**config.mk**
```make
export PLATFORM = sky130hd
export DESIGN_NAME = key_entry_display
export DESIGN_NICKNAME = d
export VERILOG_FILES = /design/src/rtl/key_entry_display.sv
export SDC_FILE = /design/constraint.sdc
export NUM_CORES = 1
export LEC_CHECK = 0
export ABC_AREA = 1
export BUFFER_PORTS_ARGS = -buffer_cell sky130_fd_sc_hd__buf_4
export CORE_MARGIN = 3
export CORE_UTILIZATION = 55
export DETAILED_ROUTE_END_ITERATION = 7
export PLACE_DENSITY = 0.8
export SETUP_SLACK_MARGIN = 0.1
export SYNTH_ARGS = -nofsm -noshare
export SYNTH_HDL_FRONTEND = slang
export SYNTH_SLANG_ARGS = --single-unit
```
**constraint.sdc**
```tcl
create_clock -name clk -period 3.56 [get_ports clk]
set_input_delay 0.356 -clock clk [delete_from_list [all_inputs] [get_ports clk]]
set_output_delay 0.356 -clock clk [all_outputs]
set_load 0.05 [all_outputs]
```
**src/rtl/key_entry_display.sv**
```systemverilog
`default_nettype none
// ============================================================================
// Module      : key_entry_display
// Description : Debounces keypad codes into single events, edits a 4-digit
//               BCD entry buffer and multiplexes it onto a 7-segment display.
// Revision    : 1.0 - initial release
// ============================================================================
module key_entry_display #(
    parameter int SCAN_DIV      = 100000,
    parameter int STABLE_CYCLES = 200000
) (
    input  logic        clk,
    input  logic        rst,
    input  logic [3:0]  key_in,
    output logic [15:0] digits,
    output logic [2:0]  count,
    output logic [15:0] guess,
    output logic        guess_valid,
    output logic [3:0]  an,
    output logic [6:0]  seg
);

    localparam int c_STAB_W = (STABLE_CYCLES > 2) ? $clog2(STABLE_CYCLES) : 1;
    localparam int c_SCAN_W = (SCAN_DIV > 2) ? $clog2(SCAN_DIV) : 1;
    localparam logic [c_STAB_W-1:0] c_STAB_MAX = c_STAB_W'(STABLE_CYCLES - 1);
    localparam logic [c_SCAN_W-1:0] c_SCAN_MAX = c_SCAN_W'(SCAN_DIV - 1);

    localparam logic [3:0] c_KEY_NONE   = 4'hF;
    localparam logic [3:0] c_KEY_BACK   = 4'hE;
    localparam logic [3:0] c_KEY_CLEAR  = 4'hC;
    localparam logic [3:0] c_KEY_SUBMIT = 4'hA;
    localparam logic [2:0] c_FULL       = 3'd4;

    // ------------------------------------------------------------------
    // Key sampling and stability filter
    // ------------------------------------------------------------------
    logic [3:0]          r_key_q;
    logic [3:0]          r_last_key;
    logic [c_STAB_W-1:0] r_stab_cnt;
    logic                w_event;

    assign w_event = (r_stab_cnt == c_STAB_MAX) && (r_key_q != r_last_key);

    always_ff @(posedge clk or posedge rst) begin
        if (rst) begin
            r_key_q    <= c_KEY_NONE;
            r_last_key <= c_KEY_NONE;
            r_stab_cnt <= '0;
        end else begin
            r_key_q <= key_in;
            if (key_in != r_key_q) begin
                r_stab_cnt <= '0;
            end else if (r_stab_cnt != c_STAB_MAX) begin
                r_stab_cnt <= r_stab_cnt + 1'b1;
            end
            if (w_event) begin
                r_last_key <= r_key_q;
            end
        end
    end

    // ------------------------------------------------------------------
    // Entry buffer editing
    // ------------------------------------------------------------------
    logic [15:0] r_digits;
    logic [2:0]  r_count;
    logic [15:0] r_guess;
    logic        r_guess_valid;
    logic [15:0] w_digits_nxt;
    logic [2:0]  w_count_nxt;
    logic        w_submit;

    always_comb begin
        w_digits_nxt = r_digits;
        w_count_nxt  = r_count;
        w_submit     = 1'b0;
        if (w_event) begin
            if (r_key_q <= 4'd9) begin
                if (r_count < c_FULL) begin
                    w_digits_nxt = {r_digits[11:0], r_key_q};
                    w_count_nxt  = r_count + 3'd1;
                end
            end else begin
                case (r_key_q)
                    c_KEY_BACK: begin
                        if (r_count != 3'd0) begin
                            w_digits_nxt = {4'h0, r_digits[15:4]};
                            w_count_nxt  = r_count - 3'd1;
                        end
                    end
                    c_KEY_CLEAR: begin
                        w_digits_nxt = '0;
                        w_count_nxt  = 3'd0;
                    end
                    c_KEY_SUBMIT: begin
                        if (r_count == c_FULL) begin
                            w_submit     = 1'b1;
                            w_digits_nxt = '0;
                            w_count_nxt  = 3'd0;
                        end
                    end
                    // Release (F) and reserved codes leave the buffer alone
                    default: ;
                endcase
            end
        end
    end

    always_ff @(posedge clk or posedge rst) begin
        if (rst) begin
            r_digits      <= '0;
            r_count       <= 3'd0;
            r_guess       <= '0;
            r_guess_valid <= 1'b0;
        end else begin
            r_digits      <= w_digits_nxt;
            r_count       <= w_count_nxt;
            r_guess_valid <= w_submit;
            if (w_submit) begin
                r_guess <= r_digits;
            end
        end
    end

    // ------------------------------------------------------------------
    // Display multiplexing
    // ------------------------------------------------------------------
    logic [c_SCAN_W-1:0] r_scan_cnt;
    logic [1:0]          r_idx;
    logic [3:0]          r_an;
    logic [6:0]          r_seg;
    logic [3:0]          w_nibble;
    logic                w_lit;
    logic [6:0]          w_seg_code;

    assign w_nibble = r_digits[{r_idx, 2'b00} +: 4];
    assign w_lit    = ({1'b0, r_idx} < r_count);

    always_comb begin
        w_seg_code = 7'b1111111;
        case (w_nibble)
            4'd0:    w_seg_code = 7'b1000000;
            4'd1:    w_seg_code = 7'b1111001;
            4'd2:    w_seg_code = 7'b0100100;
            4'd3:    w_seg_code = 7'b0110000;
            4'd4:    w_seg_code = 7'b0011001;
            4'd5:    w_seg_code = 7'b0010010;
            4'd6:    w_seg_code = 7'b0000010;
            4'd7:    w_seg_code = 7'b1111000;
            4'd8:    w_seg_code = 7'b0000000;
            4'd9:    w_seg_code = 7'b0010000;
            default: w_seg_code = 7'b1111111;
        endcase
    end

    always_ff @(posedge clk or posedge rst) begin
        if (rst) begin
            r_scan_cnt <= '0;
            r_idx      <= 2'd0;
            r_an       <= 4'b1111;
            r_seg      <= 7'b1111111;
        end else begin
            if (r_scan_cnt == c_SCAN_MAX) begin
                r_scan_cnt <= '0;
                r_idx      <= r_idx + 2'd1;
            end else begin
                r_scan_cnt <= r_scan_cnt + 1'b1;
            end
            // Positions beyond the entered digit count stay dark
            if (w_lit) begin
                r_an  <= ~(4'b0001 << r_idx);
                r_seg <= w_seg_code;
            end else begin
                r_an  <= 4'b1111;
                r_seg <= 7'b1111111;
            end
        end
    end

    assign digits      = r_digits;
    assign count       = r_count;
    assign guess       = r_guess;
    assign guess_valid = r_guess_valid;
    assign an          = r_an;
    assign seg         = r_seg;

endmodule
`default_nettype wire

```
==> results of run 1 <==
-- registers in the layout, summed over array words and instances (netlist names) --
name and count:
r_stab_cnt 18, r_scan_cnt 17, digits 16, guess 16, seg 7, an 4, r_key_q 4, r_last_key 4
count 3, r_idx 2, guess_valid 1
-- cells in the final DEF, fill, tap and decap left out --
cell / count
clkinvlp_4: 2
bufinv_16: 2
nand4_1: 13
or2_0: 1
a31o_2: 1
dlygate4sd3_1: 1
nand3_1: 64
a21oi_1: 12
nand2_2: 3
nor2_1: 61
o211ai_1: 3
nand3_2: 2
inv_1: 62
xor2_1: 16
nand2_4: 2
and3_1: 1
nand3_4: 1
ha_1: 15
clkinv_2: 1
nor2_2: 5
clkinv_4: 1
xnor2_1: 6
dfrtp_1: 73
o21ai_0: 28
dfstp_2: 19
nor2_4: 6
o21bai_1: 1
nand2b_1: 1
buf_4: 54
and2_1: 1
inv_2: 5
nor3_1: 10
nor2_8: 1
nor2b_1: 1
clkbuf_8: 11
inv_4: 1
o21a_1: 1
nand2_1: 224
-- where the power goes --
part	total, W	switching, W	internal (W)
Clock	0.000798	0.000363	0.000435
Combinational	0.0000738	0.0000551	0.0000187
Sequential	0.00106	0.00000682	0.00105
Total	0.00193	0.000425	0.00150
-- critical path, cell delays in order, from the launching register on --
cell and delay (ns):
dfstp_2 0.66, inv_2 0.11, nor2_8 0.26, inv_4 0.12
nand2_2 0.08, nand2_2 0.06, nor2_4 0.40, nand2_4 0.23
nand2_1 0.12, nand2_1 0.06
-- kinds of logic after synthesis --
family | after synthesis
xor gates and xnor gates | 22
AOI/OAI and AO/OA | 46
buffers and inverters | 86
adders and majority gates | 15
DFF | 92
and+or+nand+nor | 397
-- routing by layer --
| layer | GRT usage [%] | part of all wire (%) |
|---|---|---|
| met5 | 0 | 0 |
| met4 | 8.174 | 2.1 |
| met3 | 3.754 | 7.0 |
| met2 | 36.63 | 45 |
| met1 | 30.21 | 46 |
-- stage by stage --
| step | setup slack, ns | total power, W | utilization [%] |
|---|---|---|---|
| 2_1_floorplan | 0.8435 | 0.001136 | - |
| 3_3_place_gp | 1.526 | 0.001148 | 62.23 |
| 3_5_place_dp | 1.402 | 0.001151 | 62.23 |
| 4_1_cts | 1.386 | 0.001949 | 65.00 |
| 5_1_grt | 1.155 | 0.001995 | 65.00 |
| 6_report | 1.360 | 0.001928 | 65.00 |
-- worst max path at each step --
stage,startpoint,to,slack (ns),cells after the start
finish,r_key_q[3],digits[12],1.36,9
global route,r_key_q[3],digits[4],1.16,9
CTS,r_key_q[3],digits[12],1.39,9
detailed placement,r_key_q[3],digits[11],1.40,9
global placement,r_key_q[3],count[1],1.53,9
floorplan,rst,count[0],0.84,1
-- cell type report --
cell class              count  area, um^2  share of cell area, %
clock buffers              11       151.4                  2.632
clock inverters             5       83.83                  1.457
inverters                  69       262.8                  4.568
multi-input cells         480        2377                  41.33
flip-flops and latches     92        2326                  40.44
well taps                 108       135.1                  2.349
repair buffers             55       415.4                  7.222
==> results.cfg, run 1 <==
[yosys]
muxShareOfSynthArea_pct = 0
synth.area.top_cells = dfrtp_1 36%, nand2_1 17%, dfstp_2 9.8%
yosysTopAreaCell = dfrtp_1
synth-compound-area-share_pct = 4.847
ys_seq_area_share_pct = 45.74
synthAdderAreaFrac_pct = 3.691
synth.most_common_cell = nand2_1
synth_top_area_share_pct = 35.93
syn_inst = 658
ys_warn_count = 0
ys.flop_type = dfrtp_1
async_flop_share_pct = 100.0
ys_types = 37
ys_seq_elements = 92
synth-simple-area-share_pct = 34.42
netlist_area_um2 = 5085
synth-xor-area-share_pct = 3.789
synth-edff-count = 0
synth_top_family_by_area = simple AND/OR/NAND/NOR gates
syn_nets = 679
synth_commonest_cells = 224 x nand2_1, 73 x dfrtp_1, 64 x nand3_1, 63 x inv_1, 61 x nor2_1
avgSynthCellArea_um2 = 7.728

[cts]
root_buffer = clkbuf_8
cts_resized = 0
cts_tree = done
clkSinkCount = 92
cts_setup_buffers = 0
cts_htree_levels = 3
cts_buffers = 9
cts_buffer_depth = 2
clk_pin_slew_ns = 0.09
worstSkewPairLatency_ns = 0.35
postCtsHoldBufs = 1

[cells_and_area]
fin_area_um2 = 5752
fill_cells = 742
syn_to_final_growth_pct = 13.12
layout.cells.non_filler = 820
drive_gt1_share_pct = 16.43
num_antenna_cells = 0
nets = 728

[place]
gp_congestion = 0.9096
placed_area_um2 = 5507
dp_cells = 803
hpwlAfterDp_um = 8318
io_buffers = 52

[setup_path]
worstPathRequired_ns = 3.81
worstSetupPathType = flip-flop to flip-flop
cp_max_fo = 20
critical_path_arrival_ns = 2.45
reg2reg_to = digits[12]
rr_worst_depth = 9
reg2reg_from = r_key_q[3]
r2r_slack_ns = 1.36
cp-end-kind = flip-flop
start_kind = flip-flop

[timing]
tns_ns = 0
drv_slew = 0
timing.final.hold_violations = 0
skew_ns = 0.006745
max_freq_mhz = 454.6
slew_headroom_pct = 47.35
min_period_ns = 2.200
worstMarginPinSlew_ns = 0.7882
rsz0062_at_grt = no
hold_slack_ns = 0.1215
timing.final.crit_share_pct = 61.79
setup_viol = 0

[global_route]
grt_pass1_wl_um = 18820
grt_max_degree = 38
antenna_found_initial = 0
grt_pass1_vias = 4085
gr-total-overflow = 0
grtUsageTotal_pct = 22.43

[pwr]
p_leak_nw = 2.865
ir_drop_mv = 0.2028
power.density_nw_per_um2 = 335.2

[die]
coreArea_um2 = 8848
die_area_um2 = 10430
start_util_pct = 57.47
die_x_um = 102.2
pin_count = 53
std_cell_rows = 34
dieHeight_um = 102.2

[drt]
vias = 4358
antenna_violating_nets_post_route = 0
routed_wl_um = 11040
via_per_inst = 5.315
drt_iter0_drc = 248
dr.pass1.iters = 5
avgRoutedWirePerCell_um = 13.46
drc = 0

[worst_hold_path]
hp-start = key_in[1]
worstHoldEndpoint = r_key_q[1]
whs_path_depth = 1
hold_class = input pin to flip-flop

[job]
cap_viol_max_count = 0

[run_status]
outcome = finished, final reports clean
No activity file was read; power rests on OpenSTA's default activity.
==> inputs of run 2 (changes only) <==
--- a/config.mk
+++ b/config.mk
@@ -5,10 +5,10 @@
 export SDC_FILE = /design/constraint.sdc
 export NUM_CORES = 1
 export LEC_CHECK = 0
-export ABC_AREA = 1
+export ABC_AREA = 0
 export BUFFER_PORTS_ARGS = -buffer_cell sky130_fd_sc_hd__buf_4
 export CORE_MARGIN = 3
-export CORE_UTILIZATION = 55
+export CORE_UTILIZATION = 52
 export DETAILED_ROUTE_END_ITERATION = 7
 export PLACE_DENSITY = 0.8
 export SETUP_SLACK_MARGIN = 0.1
==> constraint.sdc (replaced) <==
create_clock -name clk -period 2 [get_ports clk]
set_input_delay 0.2 -clock clk [delete_from_list [all_inputs] [get_ports clk]]
set_output_delay 0.2 -clock clk [all_outputs]
set_load 0.05 [all_outputs]
==> run 2 against run 1 <==
The run now ends with setup timing left. Clock power is 54% higher. Worst hold slack better by 0.37 ns. Setup slack worse by 1.6 ns. Via count is 19% lower. Non-clock buffer count is 50 higher. Count of clock-buffer cells in the layout is 2 lower. Utilization is 4.5 points higher. Critical path type unchanged. Critical endpoint is now guess[15]. Largest power group unchanged.
==> results.cfg, run 2 <==
[die]
pin_count = 53
start_util_pct = 54.06
coreArea_um2 = 8299
die_x_um = 98.89
dieHeight_um = 98.89
std_cell_rows = 33
die_area_um2 = 9779

[job]
cap_viol_max_count = 0

[global_route]
antenna_found_initial = 0
grt_max_degree = 45
grt_pass1_wl_um = 16110
gr-total-overflow = 0
grt_pass1_vias = 3385
grtUsageTotal_pct = 20.73

[run_status]
outcome = complete, but fails checks
violations = setup timing

[pwr]
p_leak_nw = 2.568
ir_drop_mv = 0.3243
power.density_nw_per_um2 = 562.1

[timing]
max_freq_mhz = 456.6
worstMarginPinSlew_ns = 0.6712
rsz0062_at_grt = yes
min_period_ns = 2.190
drv_slew = 0
setup_slack_ns = -0.1902
hold_slack_ns = 0.4952
setup_viol = 35
timing.final.hold_violations = 0
skew_ns = 0.02274
timing.final.crit_share_pct = 109.5
slew_headroom_pct = 55.16

[yosys]
syn_inst = 401
syn_nets = 422
ys_types = 50
ys.flop_type = dfrtp_1
ys_seq_elements = 92
synth_commonest_cells = 73 x dfrtp_1, 45 x nand2_1, 31 x nor2_1, 26 x o21ai_0, 24 x xnor2_1
synth.most_common_cell = dfrtp_1
yosysTopAreaCell = dfrtp_1
avgSynthCellArea_um2 = 11.19
ys_warn_count = 0
netlist_area_um2 = 4487
synth_top_area_share_pct = 40.71
ys_seq_area_share_pct = 51.84
async_flop_share_pct = 100.0
synth-edff-count = 0
synth.area.top_cells = dfrtp_1 41%, dfstp_2 11%, xnor2_1 4.7%

[cells_and_area]
regArea_um2 = 2330
syn_to_final_growth_pct = 28.53
drive_gt1_share_pct = 36.51
top_register = r_stab_cnt
multi_input_area_um2 = 2118
layout_common_cells = 85 x buf_4, 70 x dfrtp_1, 44 x nand2_1
reg_top3 = r_stab_cnt: 18 flops, r_scan_cnt: 17 flops
num_antenna_cells = 0
fill_cells = 495
fin_area_um2 = 5767
nets = 520
mostFrequentLayoutCell = buf_4
largest_reg_flops = 18

[place]
hpwlAfterDp_um = 6590
gp_congestion = 0.8297
placed_area_um2 = 5196
io_buffers = 52

[cts]
cts_buffer_depth = 2
cts_buffers = 9
clkSinkCount = 92
clk_pin_slew_ns = 0.09
worstSkewPairLatency_ns = 0.38
cts_htree_levels = 3
cts_tree = done
root_buffer = clkbuf_8

[setup_path]
cp-end-kind = flip-flop
worstSetupPathType = flip-flop to flip-flop
worstPathRequired_ns = 2.25
start_kind = flip-flop
cp_max_fo = 8
critical_path_arrival_ns = 2.44

[drt]
via_per_inst = 5.810
drt_iter0_drc = 220
vias = 3538
routed_wl_um = 11040
drc = 0
antenna_violating_nets_post_route = 0
dr.pass1.iters = 5
avgRoutedWirePerCell_um = 18.13

[worst_hold_path]
hold_class = input pin to async pin
## run 2: changes by cell type in the layout (fill, tap and decap cells not counted), moves of 10 or more
cell | before | now
nand2_1 | 224 | 44
inv_1 | 62 | 11
nand3_1 | 64 | 13
buf_4 | 54 | 85
nor2_1 | 61 | 31
mux2_4 | 0 | 19
xnor2_1 | 6 | 24
o21ai_0 | 28 | 18
## run 2: metrics by stage
stage               util (%)  setup WS (ns)  total power (W)  TNS (ns)  cells
floorplan                  -        -0.2386         0.001994    -2.902    401
global placement       62.61        -0.1647         0.002030    -2.212    571
detailed placement     62.61        -0.2429         0.002034    -3.353    571
CTS                    67.06        -0.2040         0.003252    -3.015    595
global route           69.49        -0.2731         0.003357    -7.803    609
finish                 69.49        -0.1902         0.003242    -4.366    609
## run 2: repair_timing
action	4_1_cts	5_1_grt
gates cloned	1	7
gates resized for setup	16	21
pin swaps	4	3
endpoints found under the setup margin	25	54
hold endpoints to repair	24	0
setup buffers	2	8
hold buffers	5	0
## run 2: power breakdown
group          internal [W]  switching [W]  total (W)  leakage, nW
Sequential          0.00187      0.0000122    0.00188         1.20
Combinational     0.0000480      0.0000844   0.000132         1.27
Clock              0.000486       0.000742    0.00123       0.0962
Total               0.00240       0.000838    0.00324         2.57
## run 2: cell type report
| class | instances | area share [%] |
|---|---|---|
| Sequential cell | 92 | 40.40 |
| Multi-Input combinational cell | 278 | 36.73 |
| Timing Repair Buffer | 105 | 16.27 |
| Tap cell | 105 | 2.278 |
| Clock buffer | 9 | 2.148 |
| Clock inverter | 7 | 1.258 |
| Inverter | 13 | 0.9113 |
## run 2: worst paths after layout
path                                startpoint            end  slack (ns)  cells after the start
worst min register to register   r_scan_cnt[8]  r_scan_cnt[8]        0.51                      1
worst max-delay path            r_stab_cnt[15]      guess[15]       -0.19                      7
worst max register to register  r_stab_cnt[15]      guess[15]       -0.19                      7
max in group asynchronous                  rst       count[1]        0.81                      4
min in group clk                     key_in[3]     r_key_q[3]        0.50                      2
worst min-delay path                       rst    guess_valid        0.50                      3
## run 2: kinds of logic (layout without fill, tap and decap cells)
logic type	after synthesis	in the layout	share of synthesized area, %
fa+ha+maj	15	15	4.183
flops	92	92	51.84
simple gates	135	135	15.56
compound gates	59	59	8.003
buf+inv	31	134	3.625
mux	29	29	8.979
xor+xnor	40	40	7.808
## run 2: layer usage
| metal | wire length (um) | up-vias | share of wire, % | global-route usage, % |
|---|---|---|---|---|
| met5 | 0 | - | 0 | 0 |
| met4 | 335 | 0 | 3.0 | 10.19 |
| met3 | 831 | 37 | 7.5 | 3.892 |
| met1 | 4064 | 1737 | 37 | 24.01 |
| li1 | - | 1585 | - | - |
| met2 | 5810 | 179 | 53 | 36.62 |
## run 2: critical path, cell delays in order, from the launching register on
cell and delay, ns:
dfrtp_1 0.38, or4b_4 0.56, nor3_4 0.23, nand3_2 0.11
nor4_4 0.17, buf_4 0.18, buf_12 0.14, mux2_4 0.30
